[src/rtl/ipml_fifo_wr_packer.sv]
// Packs c_PACK_RATIO narrow samples, little-endian, into one FIFO word behind a one-word output register.
// Optional stalled-input counter enabled by defining IPML_PACK_STALL_CNT_EN.
module ipml_fifo_wr_packer #(
    parameter  int c_IN_WIDTH   = 8,
    parameter  int c_PACK_RATIO = 4,
    localparam int c_OUT_WIDTH  = c_IN_WIDTH * c_PACK_RATIO
) (
    input  logic                   wr_clk,
    input  logic                   wr_rst,
    input  logic [c_IN_WIDTH-1:0]  din,
    input  logic                   din_vld,
    input  logic                   din_last,
    output logic                   din_rdy,
    output logic [c_OUT_WIDTH-1:0] fifo_wr_data,
    output logic                   fifo_wr_en,
    input  logic                   fifo_wr_vld,
    output logic [15:0]            stall_cnt
);

    localparam int                   c_CNT_W    = $clog2(c_PACK_RATIO);
    localparam logic [c_CNT_W-1:0]   c_CNT_LAST = c_CNT_W'(c_PACK_RATIO - 1);

    typedef enum logic {
        FREE = 1'b0,
        HOLD = 1'b1
    } out_state_e;

    out_state_e             out_state_q, out_state_d;
    logic [c_CNT_W-1:0]     cnt_q, cnt_d;
    logic [c_OUT_WIDTH-1:0] pack_q, pack_d;
    logic [c_OUT_WIDTH-1:0] out_q, out_d;
    logic [c_OUT_WIDTH-1:0] word_comb;
    logic                   out_full;
    logic                   accept;
    logic                   complete;

    assign out_full     = (out_state_q == HOLD);
    assign din_rdy      = ~out_full | fifo_wr_vld;
    assign accept       = din_vld & din_rdy;
    assign complete     = accept & (din_last | (cnt_q == c_CNT_LAST));
    assign fifo_wr_en   = out_full;
    assign fifo_wr_data = out_q;

    // Upper slots come out zero because pack_q is cleared on every completion.
    always_comb begin
        // NOTE: every combinational output gets a default first so no path infers a latch.
        word_comb = pack_q;
        for (int k = 0; k < c_PACK_RATIO; k++) begin
            if (cnt_q == c_CNT_W'(k)) begin
                word_comb[k*c_IN_WIDTH +: c_IN_WIDTH] = din;
            end
        end
    end

    always_comb begin
        pack_d = pack_q;
        cnt_d  = cnt_q;
        if (accept) begin
            if (complete) begin
                pack_d = '0;
                cnt_d  = '0;
            end else begin
                pack_d = word_comb;
                cnt_d  = cnt_q + c_CNT_W'(1);
            end
        end
    end

    // A completing word takes priority over a transfer, so a word that leaves
    // on the same edge is replaced in place and fifo_wr_en stays high.
    always_comb begin
        out_state_d = out_state_q;
        out_d       = out_q;
        if (complete) begin
            out_state_d = HOLD;
            out_d       = word_comb;
        end else if (out_full && fifo_wr_vld) begin
            out_state_d = FREE;
        end
    end

    always_ff @(posedge wr_clk or posedge wr_rst) begin
        if (wr_rst) begin
            // NOTE: sequential state uses non-blocking assignments so all registers update together.
            out_state_q <= FREE;
            cnt_q       <= '0;
            pack_q      <= '0;
            out_q       <= '0;
        end else begin
            out_state_q <= out_state_d;
            cnt_q       <= cnt_d;
            pack_q      <= pack_d;
            out_q       <= out_d;
        end
    end

`ifdef IPML_PACK_STALL_CNT_EN
    logic [15:0] stall_cnt_q, stall_cnt_d;

    always_comb begin
        stall_cnt_d = stall_cnt_q;
        if (din_vld && !din_rdy && (stall_cnt_q != 16'hFFFF)) begin
            stall_cnt_d = stall_cnt_q + 16'd1;
        end
    end

    always_ff @(posedge wr_clk or posedge wr_rst) begin
        if (wr_rst) begin
            stall_cnt_q <= '0;
        end else begin
            stall_cnt_q <= stall_cnt_d;
        end
    end

    assign stall_cnt = stall_cnt_q;
`else
    assign stall_cnt = 16'd0;
`endif

endmodule
[config.mk]
export PLATFORM = sky130hd
export DESIGN_NAME = ipml_fifo_wr_packer
export DESIGN_NICKNAME = d
export VERILOG_FILES = /design/src/rtl/ipml_fifo_wr_packer.sv
export SDC_FILE = /design/constraint.sdc
export NUM_CORES = 1
export LEC_CHECK = 0
export ABC_CLOCK_PERIOD_IN_PS = 2000
export CAP_MARGIN = 25
export CORE_AREA = 10 10 95 97
export CTS_CLUSTER_DIAMETER = 80
export CTS_CLUSTER_SIZE = 12
export DETAILED_ROUTE_END_ITERATION = 12
export DIE_AREA = 0 0 105 107
export PLACE_DENSITY_LB_ADDON = 0.15
export SLEW_MARGIN = 20
export SYNTH_ARGS = -nofsm -noshare
export SYNTH_HDL_FRONTEND = slang
export SYNTH_SLANG_ARGS = --single-unit
[constraint.sdc]
create_clock -name wr_clk -period 2 [get_ports wr_clk]
set_input_delay 0.4 -clock wr_clk [delete_from_list [all_inputs] [get_ports wr_clk]]
set_output_delay 0.4 -clock wr_clk [all_outputs]
set_load 0.01 [all_outputs]
**After elaboration in Yosys (flattened, before gate mapping)**

Index checks and enable logic that the tools add are counted.
Widths: inputs -> output; s select.

- Bits in registers: 67
- Latch bits: 0
- Memory bits (writable): 0
- Memory bits (read-only): 0
- Memories kept: 0

- Add/sub/neg operators: 1
- Multipliers: 0
- Div/mod/pow operators: 0
- Magnitude comparators: 0
- Eq/ne operators: 3
- Shifts and indexed selects: 0
- Muxes and demuxes: 8
- Bitwise operators: 5
- Reduce and logical (&&, ||, !) cells: 3

Operators with widths:

| cell | count |
|---|---|
| $mux 32 | 1 |
| $mux 8 | 4 |
| $eq 2x2->1 const B | 2 |
| $add 2x1->2 const B | 1 |
| $and 1x1->1 | 2 |
| $eq 2x1->1 const B | 1 |
| $logic_not 2->1 | 1 |
| $mux 1 | 2 |
| $mux 2 | 1 |
| $or 1x1->1 | 2 |
| $reduce_bool 2->1 | 1 |
| $logic_and 1x1->1 | 1 |
| $not 1->1 | 1 |

**Depth between registers and ports, before layout**

- Depth in word-level cells: 5
- Gate-level depth with buffers: 6
- Mapped depth without buffers: 4

**Least setup slack after synthesis**

Ideal clock, no wire load.

- Path kind: flip-flop to flip-flop
- Start point: register cnt_q[0]
- End point: register out_q[24] (netlist: fifo_wr_data[24])
- Arrival time: 1.443 ns
- Data required time: 1.875 ns
- Path slack: 0.432 ns
- Stages on the path, launching flop included: 5
- Buffers on the path: 1
- Cells stage by stage: dfrtp_1 > ha_1 > buf_2 > mux2_1 > mux2_4

- Longest elaborated chain between the ends: 3
- Elaborated cells between the ends (all ways): 4
- Classes of those cells: eq/ne (1); mux (1); bitwise (2)

RTL lines:

| item | RTL line | source |
|---|---|---|
| from (decl) | 29 | `logic [c_CNT_W-1:0] cnt_q, cnt_d;` |
| from (signal assigned) | 91 | `cnt_q <= cnt_d;` |
| $eq 2x2->1 (*) | 40, 49 |  |
| $or 1x1->1 | 40 | `assign complete = accept & (din_last \| (cnt_q == c_CNT_LAST));` |
| $and 1x1->1 | 40 |  |
| to (signal assigned) | 93 | `out_q <= out_d;` |
| to (decl) | 31 | `logic [c_OUT_WIDTH-1:0] out_q, out_d;` |

Every way passes the cells marked *; elsewhere a longest branch is shown, timed or not.
A chain may end at the register's enable or synchronous reset.

**Worst setup path after layout**

- Start point: register cnt_q[0]
- End point: register out_q[0] (netlist: fifo_wr_data[0])

- Longest elaborated chain between the ends: 3
- Elaborated cells between the ends (all ways): 5
- Classes of those cells: eq/ne (1); mux (1); bitwise (2); reduce/logical (1)

RTL lines:

| item | RTL line |
|---|---|
| $eq 2x2->1 | 40 |
| $or 1x1->1 | 40 |
| $and 1x1->1 | 40 |

Several ways; a longest one is shown, not always the timed one.

==> results.md <==
- The floorplan step set the die height to approximately 110 microns.
- Once the clock tree was built, the setup fixing pass inserted 0 buffers.
- Counting flops and latches in the post-synthesis netlist gives 67.
- The H-tree depth reported by CTS is 3.
- The number of buffer and inverter stages on the critical path is 1.
- The number of global-route vias before repair was approximately 2000.
- In the final layout, the share of cells above drive strength 1 is 28.4%.
- Data on the critical path arrives at its endpoint at 2.03 ns.
- Global routing finished with a remaining overflow of 0.
- The longest clock path from root to sink contains 2 buffers.
- The clock period minus final worst setup slack is 1.82 ns.
- The vias after detailed routing is around 1900.
- Dividing total power by cell area gives a power density of 1020 mW/mm^2.
- The synthesized instance count is 215.
- Cells fill between 50% and 60% of the core in the end.
- Setup repair after global routing left no endpoint under its margin.
- The worst clock skew on the final layout is about 0.0060 ns.
- The clock-pin slew on the worst setup and hold paths is 0.06 ns.
- In this run the mean area of a mapped cell was 15.2 sq um.
- Clock tree synthesis found a total of 67 sinks.
- The maximum cell stage delay along the critical path is about 0.50 ns.
- The number of antenna violations at the first check in global routing is 0.
- For this run, the number of Yosys warnings is 0.
- The area enclosed by the die boundary is 0.0112 sq mm.
- The worst hold-check path type is reg -> reg.
- In this run, post-CTS hold repair placed 0 buffers.
- The detailed placement HPWL is 4.74 mm.
- The count of final max-slew check failures is 0.
- The pre-antenna-repair detailed-routing pass consisted of 4 iterations.
- The max-capacitance violation count is 0.
- The number of gates resized after CTS was 1.
- The detailed route wirelength on metal2 is a little over 3 mm.
- The post-layout worst setup margin is 0.183 ns.
- The final cycle utilization of the critical path is between 90% and 100%.
- The largest net degree at the start of global routing is 68.
- By area the synthesized netlist is led by dfrtp_1 (51%), mux2_4 (14%), mux2_1 (9.7%).
- The total length of routed met3 wires is 501 microns.
- The critical path data required time is between 2 and 2.5 ns.
- The worst vdd rail ir drop is 0.572 mV.
- In this run the clock root is driven by a clkbuf_8.
- Compared with the post-synthesis result, the final layout area differs by 24.7%.
- Prior to clock tree synthesis, the placed netlist has a worst setup slack of -0.0835 ns.
- The total negative slack for setup checks is 0 ns.
- Headroom to the max-slew limit came out at 65.0%.
- The global-route wire length before repair is 11.1 mm.
- The share of the synthesized area in the top cell type is 51.4%.
- The final setup violation count is 0.
- The routed design has 6.86 mm of wire.
- The detailed-route wire length on metal 1 is 3.26 mm.
- The biggest area consumer among synthesized cells is dfrtp_1.
- The count of nets left with antenna violations after detail routing is 0.
- 0 antenna diodes ended up in the layout.
- In this run, the number of DRC markers left after iteration 0 of detailed routing was 103.
- For this configuration, the core starts out at a cell density of between 40% and 50%.
- In the final routed layout, each cell accounts on average for 17.9 microns.
- The DRC violations left is 0.
- The flow ran to the end, and the final reports show no timing, DRC or antenna violations.
- The fmax is roughly 550 MHz.
- Broken down by cell family, the worst path's largest delay share belongs to multiplexers.
- The global routing usage summed across all routing layers is 12.5%.
- The slowest library cell on the worst path is ha_1.
- STA classifies the critical path endpoint as a flop.
- At the pin with the least slew margin, the transition time is 0.525 ns.
- The static power due to leakage is 2.01 nW.
- The multi-input combinational cells in the finished layout cover a total of 0.00142 sq mm.
- The number of library cell types mapped by synthesis is 26.
- The number of CTS-inserted buffers is 9.
- Input and output buffers added on the ports amount to 46.
- The detailed-route vias per instance is 4.96.
- 63 I/O pins were placed.
- The highest fanout seen on the critical path is 10.
- The signal on the critical path passes through inv_1 -> ha_1 -> mux2_1 -> mux2_4.
- Summing the sequential cell areas from Yosys gives about half of the chip area.
- The region available for standard cell placement spans a little over 0.007 sq mm.
- The post-route standard cell area excluding fillers is 0.00406 sq mm.
- For the worst-skew pair, the clock arrives at the later sink with an insertion delay of 0.33 ns.
- Row generation in the floorplan step produced 31 rows.
- The die is 105 microns wide.
- TritonCTS built the clock tree.
- The critical path launch point type is a flop.
- The net count of the finished layout is 298.
- The sequential cells in the finished layout cover a total of 0.00168 sq mm.
- The worst setup path is of the reg -> reg kind.
- The highest signal layer in the routed design is met4.
- The last weighted congestion value of the routability-driven placer is 0.786.
- The layout has slightly above 600 filler cells.
- The number of endpoints with negative hold slack in the final report is 0.
- The placed standard-cell area is 0.00389 sq mm.
- In this run the cell area of the synthesized design comes to between 0.003 and 0.004 sq mm.
==> per-layer routing <==
| layer | vias up | global-route usage [%] |
|---|---|---|
| met5 | - | 0 |
| met4 | 0 | 4.12 |
| met3 | 6 | 5.03 |
| met2 | 49 | 17.8 |
| met1 | 962 | 16.8 |
| li1 | 886 | - |
==> path summary, 6_finish.rpt <==
check | from | to | cells after the start | slack (ns)
hold reg to reg | pack_q[31] | pack_q[31] | 1 | 0.48
max in group asynchronous | wr_rst | pack_q[31] | 3 | 1.19
min in group asynchronous | wr_rst | fifo_wr_data[16] | 3 | 0.49
hold / removal | pack_q[31] | pack_q[31] | 1 | 0.48
setup / recovery | cnt_q[0] | fifo_wr_data[0] | 4 | 0.18
setup reg to reg | cnt_q[0] | fifo_wr_data[0] | 4 | 0.18
==> cell families after synthesis <==
group                      after synthesis  synth area share, %
DFF                                     67                 51.4
muxes                                   64                 25.7
AOI/OAI and AO/OA                       31                 9.14
buffers and inverters                   31                 6.91
and+or+nand+nor                         17                 5.18
adders and majority gates                4                 1.54
other                                    1                0.115
==> cell usage after synthesis <==
master,instances
buf_2,3
nand2_1,1
nor2b_1,1
mux2_2,5
conb_1,1
buf_6,4
and2_1,8
a41o_1,1
mux2_4,31
a21oi_1,2
nor3_1,1
o311ai_4,1
buf_4,18
nand3b_4,1
nor2_1,1
inv_6,1
mux2_1,28
a31o_1,1
ha_1,4
inv_1,3
o311ai_2,2
a22o_1,24
clkbuf_2,2
nor4b_4,3
nand2b_2,1
dfrtp_1,67
==> layout by cell type, fill, tap and decap left out, types with 3 or more instances in the layout <==
master and count:
a22o_1 24, and2_1 8, buf_12 3, buf_4 18, clkbuf_8 10, clkdlybuf4s50_1 45, clkinv_2 3, conb_1 16
dfrtp_1 67, ha_1 4, mux2_1 28, mux2_2 5, mux2_4 31, nor4b_4 3
==> registers in the layout, summed over array words and instances, names as in the netlist <==
| name | flops |
|---|---|
| fifo_wr_data | 32 |
| fifo_wr_en | 1 |
| cnt_q | 2 |
| pack_q | 32 |
==> final cells by class <==
cell class	count	area share (%)
Timing Repair Buffer	67	16.2
Multi-Input combinational cell	132	35.0
Inverter	4	0.585
Clock buffer	12	3.57
Clock inverter	3	0.369
Tap cell	99	3.05
Sequential cell	67	41.3
==> stage by stage <==
step	instances	total power (W)	hold WS, ns
6_report	384	0.00416	0.481
5_1_grt	384	0.00439	0.501
4_1_cts	384	0.00422	0.484
3_5_place_dp	369	0.00325	0.464
3_3_place_gp	369	0.00324	0.461
2_1_floorplan	230	0.00265	0.446
==> power breakdown <==
part / internal [W] / switching, W / total (W)
Combinational: 0.000874 / 0.000549 / 0.00142
Sequential: 0.00163 / 0.000154 / 0.00179
Clock: 0.000471 / 0.000472 / 0.000943
==> worst reg2reg max path, cell delays in order, from the launching register on <==
cell	delay, ns
dfrtp_1	0.41
inv_1	0.12
ha_1	0.50
mux2_1	0.40
mux2_4	0.27
(Power assumes the default switching activity.)
==> edit 1: new RTL, same flow settings <==
The option `IPML_PACK_STALL_CNT_EN` is turned on by a define.
--- a/src/rtl/ipml_fifo_wr_packer.sv
+++ b/src/rtl/ipml_fifo_wr_packer.sv
@@ -1,4 +1,6 @@
 // Packs c_PACK_RATIO narrow samples, little-endian, into one FIFO word behind a one-word output register.
 // Optional stalled-input counter enabled by defining IPML_PACK_STALL_CNT_EN.
+`define IPML_PACK_STALL_CNT_EN
+
 module ipml_fifo_wr_packer #(
     parameter  int c_IN_WIDTH   = 8,
Formal check against the unedited RTL: not equivalent (Yosys sat finds a counterexample within 4 cycles, from zero or initial values and one cycle with wr_rst high).
==> edit 1 against the unedited design <==
  * Highest routed layer unchanged
  * Design area increased by 16%
  * Wire length increased by 13%
  * Setup slack got worse by 66 ps
  * Area after synthesis increased by 13%
  * Count of clock-buffer cells in the layout unchanged
  * Sequential cell count increased by 16
  * First-iteration DRC count decreased by 21%
  * Cell count increased by 16%
  * Power increased by 13%
  * Sequential share of layout area increased by 2.8 points
  * Non-clock buffer count increased by 5
==> edit 1: results (changes against the unedited design) <==
{
  "outcome": {
    "run_status": "finished clean"
  },
  "grt": {
    "track_usage": {"value": 14.49, "unit": "%", "change": "+2.0 points"},
    "first_pass_grt_wire_length": {"value": 13440, "unit": "µm", "change": "+21%"},
    "vias_in_the_first_global_route": {"value": 2546, "change": "+27%"}
  },
  "detailed_routing": {
    "wire_length_on_met1": {"value": 3667, "unit": "µm", "change": "+13%"},
    "route.met3.wl": {"value": 366, "unit": "µm", "change": "-27%"},
    "wl_met2": {"value": 3633, "unit": "µm", "change": "+20%"},
    "drt-wirelength-per-cell": {"value": 17.36, "unit": "µm", "change": "-2.8%"},
    "wirelength": {"value": 7726, "unit": "µm", "change": "+13%"}
  },
  "cells_and_area": {
    "seq_area": {"value": 0.002077, "unit": "mm²", "change": "+24%"},
    "fillers": {"value": 576, "change": "-6.9%"},
    "final_layout_size_suffix_gt1_share": {"value": 27.46, "unit": "%", "change": "-0.96 points"}
  },
  "synthesis": {
    "synth_area_leaders": "sky130_fd_sc_hd__dfrtp_1 56%, sky130_fd_sc_hd__mux2_2 18%, sky130_fd_sc_hd__a22o_1 5.7%",
    "ys_top_cells_by_count": "83 x sky130_fd_sc_hd__dfrtp_1, 60 x sky130_fd_sc_hd__mux2_2, 24 x sky130_fd_sc_hd__a22o_1",
    "post_synth_mux_area_share": {"value": 20.15, "unit": "%", "change": "-5.5 points"},
    "netlist-cell-type-count": {"value": 34, "change": "+31%"},
    "adder_and_majority_cell_fraction_of_the_synthesized_area": {"value": 1.696, "unit": "%", "change": "+0.16 points"}
  },
  "cts": {
    "cts.clk_slew.worst_paths": {"value": 80, "unit": "ps", "change": "+20 ps"}
  },
  "worst_setup_path": {
    "worst-path-max-fanout": {"value": 5, "change": "-5"},
    "worst_setup_path_startpoint": "stall_cnt[0]"
  },
  "pwr": {
    "max-vdd-ir-drop": {"value": 0.5248, "unit": "mV", "change": "-8.2%"},
    "internal-power": {"value": 0.003428, "unit": "W", "change": "+15%"},
    "leakagePower": {"value": 2.183, "unit": "nW", "change": "+8.5%"}
  },
  "place": {
    "dp.final_hpwl": {"value": 5530, "unit": "µm", "change": "+17%"},
    "dp.cells": {"value": 429, "change": "+16%"},
    "dpl-instance-area": {"value": 0.004501, "unit": "mm²", "change": "+16%"}
  },
  "hold_path": {
    "holdCritPathClass": "input pin to asynchronous set/reset pin"
  },
  "timing": {
    "finalClockSkew": {"value": 11.55, "unit": "ps", "change": "+5.508 ps"}
  }
}
-- edit 1: final timing paths --
path	cells after the start	slack [ps]	end
min in group wr_clk	1	490	pack_q[31]
max in group asynchronous	3	1110	pack_q[0]
worst max register to register	4	120	stall_cnt[1]
worst min-delay path	2	380	fifo_wr_data[8]
worst max-delay path	4	120	stall_cnt[1]
worst min register to register	1	490	pack_q[31]
-- edit 1: critical path, cell delays in order, from the launching register on --
cell and delay, ps:
sky130_fd_sc_hd__dfrtp_1 410, sky130_fd_sc_hd__ha_1 230, sky130_fd_sc_hd__nand4_1 220, sky130_fd_sc_hd__o41a_1 570
sky130_fd_sc_hd__mux2_1 340
-- edit 1: layout make-up --
cell class	count	share of cell area, %
clock inverters	4	1.594
multi-input cells	171	32.60
repair buffers	72	15.81
flip-flops and latches	83	44.10
clock buffers	12	2.869
well taps	99	2.630
inverters	4	0.3985
-- edit 1: power groups by stage --
stage	clock (W)	combinational [W]	sequential [W]
floorplan	0	0.000570	0.00224
detailed placement	0	0.00130	0.00217
global route	0.00137	0.00140	0.00218
finish	0.00128	0.00128	0.00213
CTS	0.00130	0.00131	0.00214
global placement	0	0.00128	0.00216
-- edit 1: layer usage --
layer	track usage (%)	up-vias
met1	19.66	1203
met4	5.000	0
met2	22.05	44
met3	3.713	5
met5	0	-
li1	-	1123
-- edit 1: per-stage QoR --
step,setup slack [ps],power [W]
6_report,117.4,0.004692
5_1_grt,19.12,0.004946
4_1_cts,134.5,0.004750
3_5_place_dp,-106.6,0.003474
3_3_place_gp,-59.92,0.003439
2_1_floorplan,239.0,0.002811
-- edit 1: repair_timing --
item | CTS | global route
endpoints found under the setup margin | 1 | 0
gates resized for setup | 1 | 0
hold buffers | 0 | 0
==> edit 2: new RTL, same flow settings <==
Made on the original files. Change the parameter `c_IN_WIDTH` from 8 to 12.
--- a/src/rtl/ipml_fifo_wr_packer.sv
+++ b/src/rtl/ipml_fifo_wr_packer.sv
@@ -2,5 +2,5 @@
 // Optional stalled-input counter enabled by defining IPML_PACK_STALL_CNT_EN.
 module ipml_fifo_wr_packer #(
-    parameter  int c_IN_WIDTH   = 8,
+    parameter  int c_IN_WIDTH   = 12,
     parameter  int c_PACK_RATIO = 4,
     localparam int c_OUT_WIDTH  = c_IN_WIDTH * c_PACK_RATIO
Ports: changed (resized din and fifo_wr_data); port bits go from 63 to 83. The function was not compared with the original's and may differ.
==> edit 2 against the unedited design <==
  * Area after synthesis rose by 41%
  * Clock power increased by 25%
  * Design area rose by 37%
  * Hold slack better by 7.2 ps
  * Clock skew increased by 3.3 ps
  * Non-clock buffer count is 20 higher
  * Wire length grew 42%
  * Sequential share of layout area is 3.1 points higher
  * Combinational power grew 46%
  * Setup slack worse by 110 ps
  * Synthesized cell count up 41%
  * Power is 43% higher
  * Sequential cell count is 32 higher
  * Critical path type is now input pin to output pin
  * Critical endpoint is now din_rdy
==> edit 2: results (changes against the unedited design) <==
{
  "outcome": {
    "run_status": "finished clean"
  },
  "timing": {
    "clock.fmax": {"value": 519.6, "unit": "MHz", "change": "-5.6%"}
  },
  "synthesis": {
    "ys_top_cells_by_count": "99 x sky130_fd_sc_hd__dfrtp_1, 49 x sky130_fd_sc_hd__mux2_2, 47 x sky130_fd_sc_hd__mux2_4",
    "synth_area_leaders": "sky130_fd_sc_hd__dfrtp_1 54%, sky130_fd_sc_hd__mux2_4 15%, sky130_fd_sc_hd__mux2_2 12%",
    "sequential_fraction_of_the_synthesis_area": {"value": 53.78, "unit": "%", "change": "+2.3 points"},
    "netlist-cell-type-count": {"value": 24, "change": "-7.7%"}
  },
  "place": {
    "dp.final_hpwl": {"value": 6685, "unit": "µm", "change": "+41%"},
    "io_buffer_count": {"value": 66, "change": "+43%"},
    "gpl.final_weighted_congestion": {"value": 0.8301, "change": "+5.7%"},
    "dpl-instance-area": {"value": 0.005406, "unit": "mm²", "change": "+39%"}
  },
  "cells_and_area": {
    "final_layout_size_suffix_gt1_share": {"value": 36.53, "unit": "%", "change": "+8.1 points"},
    "layout.nets": {"value": 402, "change": "+35%"}
  },
  "pwr": {
    "leakagePower": {"value": 2.767, "unit": "nW", "change": "+38%"},
    "max-vdd-ir-drop": {"value": 0.5886, "unit": "mV", "change": "+2.9%"}
  },
  "worst_setup_path": {
    "rrSetupSlack": {"value": 280, "unit": "ps", "change": "+100 ps"},
    "worst-path-max-fanout": {"value": 2, "change": "-8"},
    "reg2reg_depth": {"value": 6, "change": "+2"},
    "critical_register_to_register_path_endpoint": "pack_q[22]"
  },
  "grt": {
    "track_usage": {"value": 17.61, "unit": "%", "change": "+5.1 points"},
    "first_pass_grt_wire_length": {"value": 15950, "unit": "µm", "change": "+44%"}
  },
  "cts": {
    "insertion_delay": {"value": 360, "unit": "ps", "change": "+30 ps"},
    "cts.clk_slew.worst_paths": {"value": 100, "unit": "ps", "change": "+40 ps"},
    "clock_sinks": {"value": 99, "change": "+48%"}
  },
  "detailed_routing": {
    "wirelength": {"value": 9728, "unit": "µm", "change": "+42%"},
    "vias": {"value": 2727, "change": "+43%"}
  },
  "hold_path": {
    "hold_path.startpoint": "pack_q[47]"
  }
}
==> edit 2: power by group through the flow <==
stage / Clock [W] / Combinational (W) / Sequential, W
after CTS: 0.00122 / 0.00211 / 0.00267
after global routing: 0.00128 / 0.00222 / 0.00272
after global placement: 0 / 0.00206 / 0.00268
final: 0.00118 / 0.00207 / 0.00267
after floorplan: 0 / 0.00111 / 0.00278
after detailed placement: 0 / 0.00210 / 0.00270
==> edit 2: cell families after synthesis <==
kind of cell	synth area share (%)
buffers and inverters	5.812
other	0.08140
flip-flops	53.78
AO/OA/AOI/OAI	8.039
adder cells (fa/ha/maj)	1.086
multiplexers	27.30
AND/OR/NAND/NOR	3.910
==> edit 2: worst max-delay path: stages <==
cell and delay (ps):
sky130_fd_sc_hd__clkdlybuf4s50_1 500, sky130_fd_sc_hd__nor2b_4 50, sky130_fd_sc_hd__inv_2 50, sky130_fd_sc_hd__clkdlybuf4s50_1 530
==> edit 2: worst max path at each step <==
| stage | startpoint | endpoint | cells past startpoint |
|---|---|---|---|
| after floorplan | cnt_q[0] | fifo_wr_data[0] | 6 |
| after global placement | fifo_wr_vld | fifo_wr_data[20] | 7 |
| after detailed placement | fifo_wr_vld | fifo_wr_data[20] | 7 |
| after CTS | fifo_wr_vld | din_rdy | 4 |
| after global routing | fifo_wr_vld | din_rdy | 4 |
| final | fifo_wr_vld | din_rdy | 4 |
==> edit 2: area by class of cell <==
type	count	area (µm²)	share of cell area [%]
Clock buffer	11	141.4	2.532
Multi-Input combinational cell	180	1918	34.35
Sequential cell	99	2477	44.36
Inverter	4	18.77	0.3361
Tap cell	99	123.9	2.218
Clock inverter	5	36.28	0.6498
Timing Repair Buffer	87	868.3	15.55
==> edit 2: through the flow <==
| stage | util, % | instances | hold WS (ps) |
|---|---|---|---|
| 2_1_floorplan | - | 318 | 449.4 |
| 3_3_place_gp | 75.75 | 469 | 464.7 |
| 3_5_place_dp | 75.75 | 469 | 467.0 |
| 4_1_cts | 78.24 | 485 | 493.4 |
| 5_1_grt | 78.24 | 485 | 508.6 |
| 6_report | 78.24 | 485 | 488.2 |
==> edit 2: metal layers <==
| layer | track usage [%] | up-vias | part of all wire [%] |
|---|---|---|---|
| li1 | - | 1220 | - |
| met5 | 0 | - | 0 |
| met1 | 22.48 | 1405 | 44 |
| met3 | 5.569 | 17 | 5.7 |
| met4 | 4.902 | 0 | 1.7 |
| met2 | 28.35 | 85 | 48 |
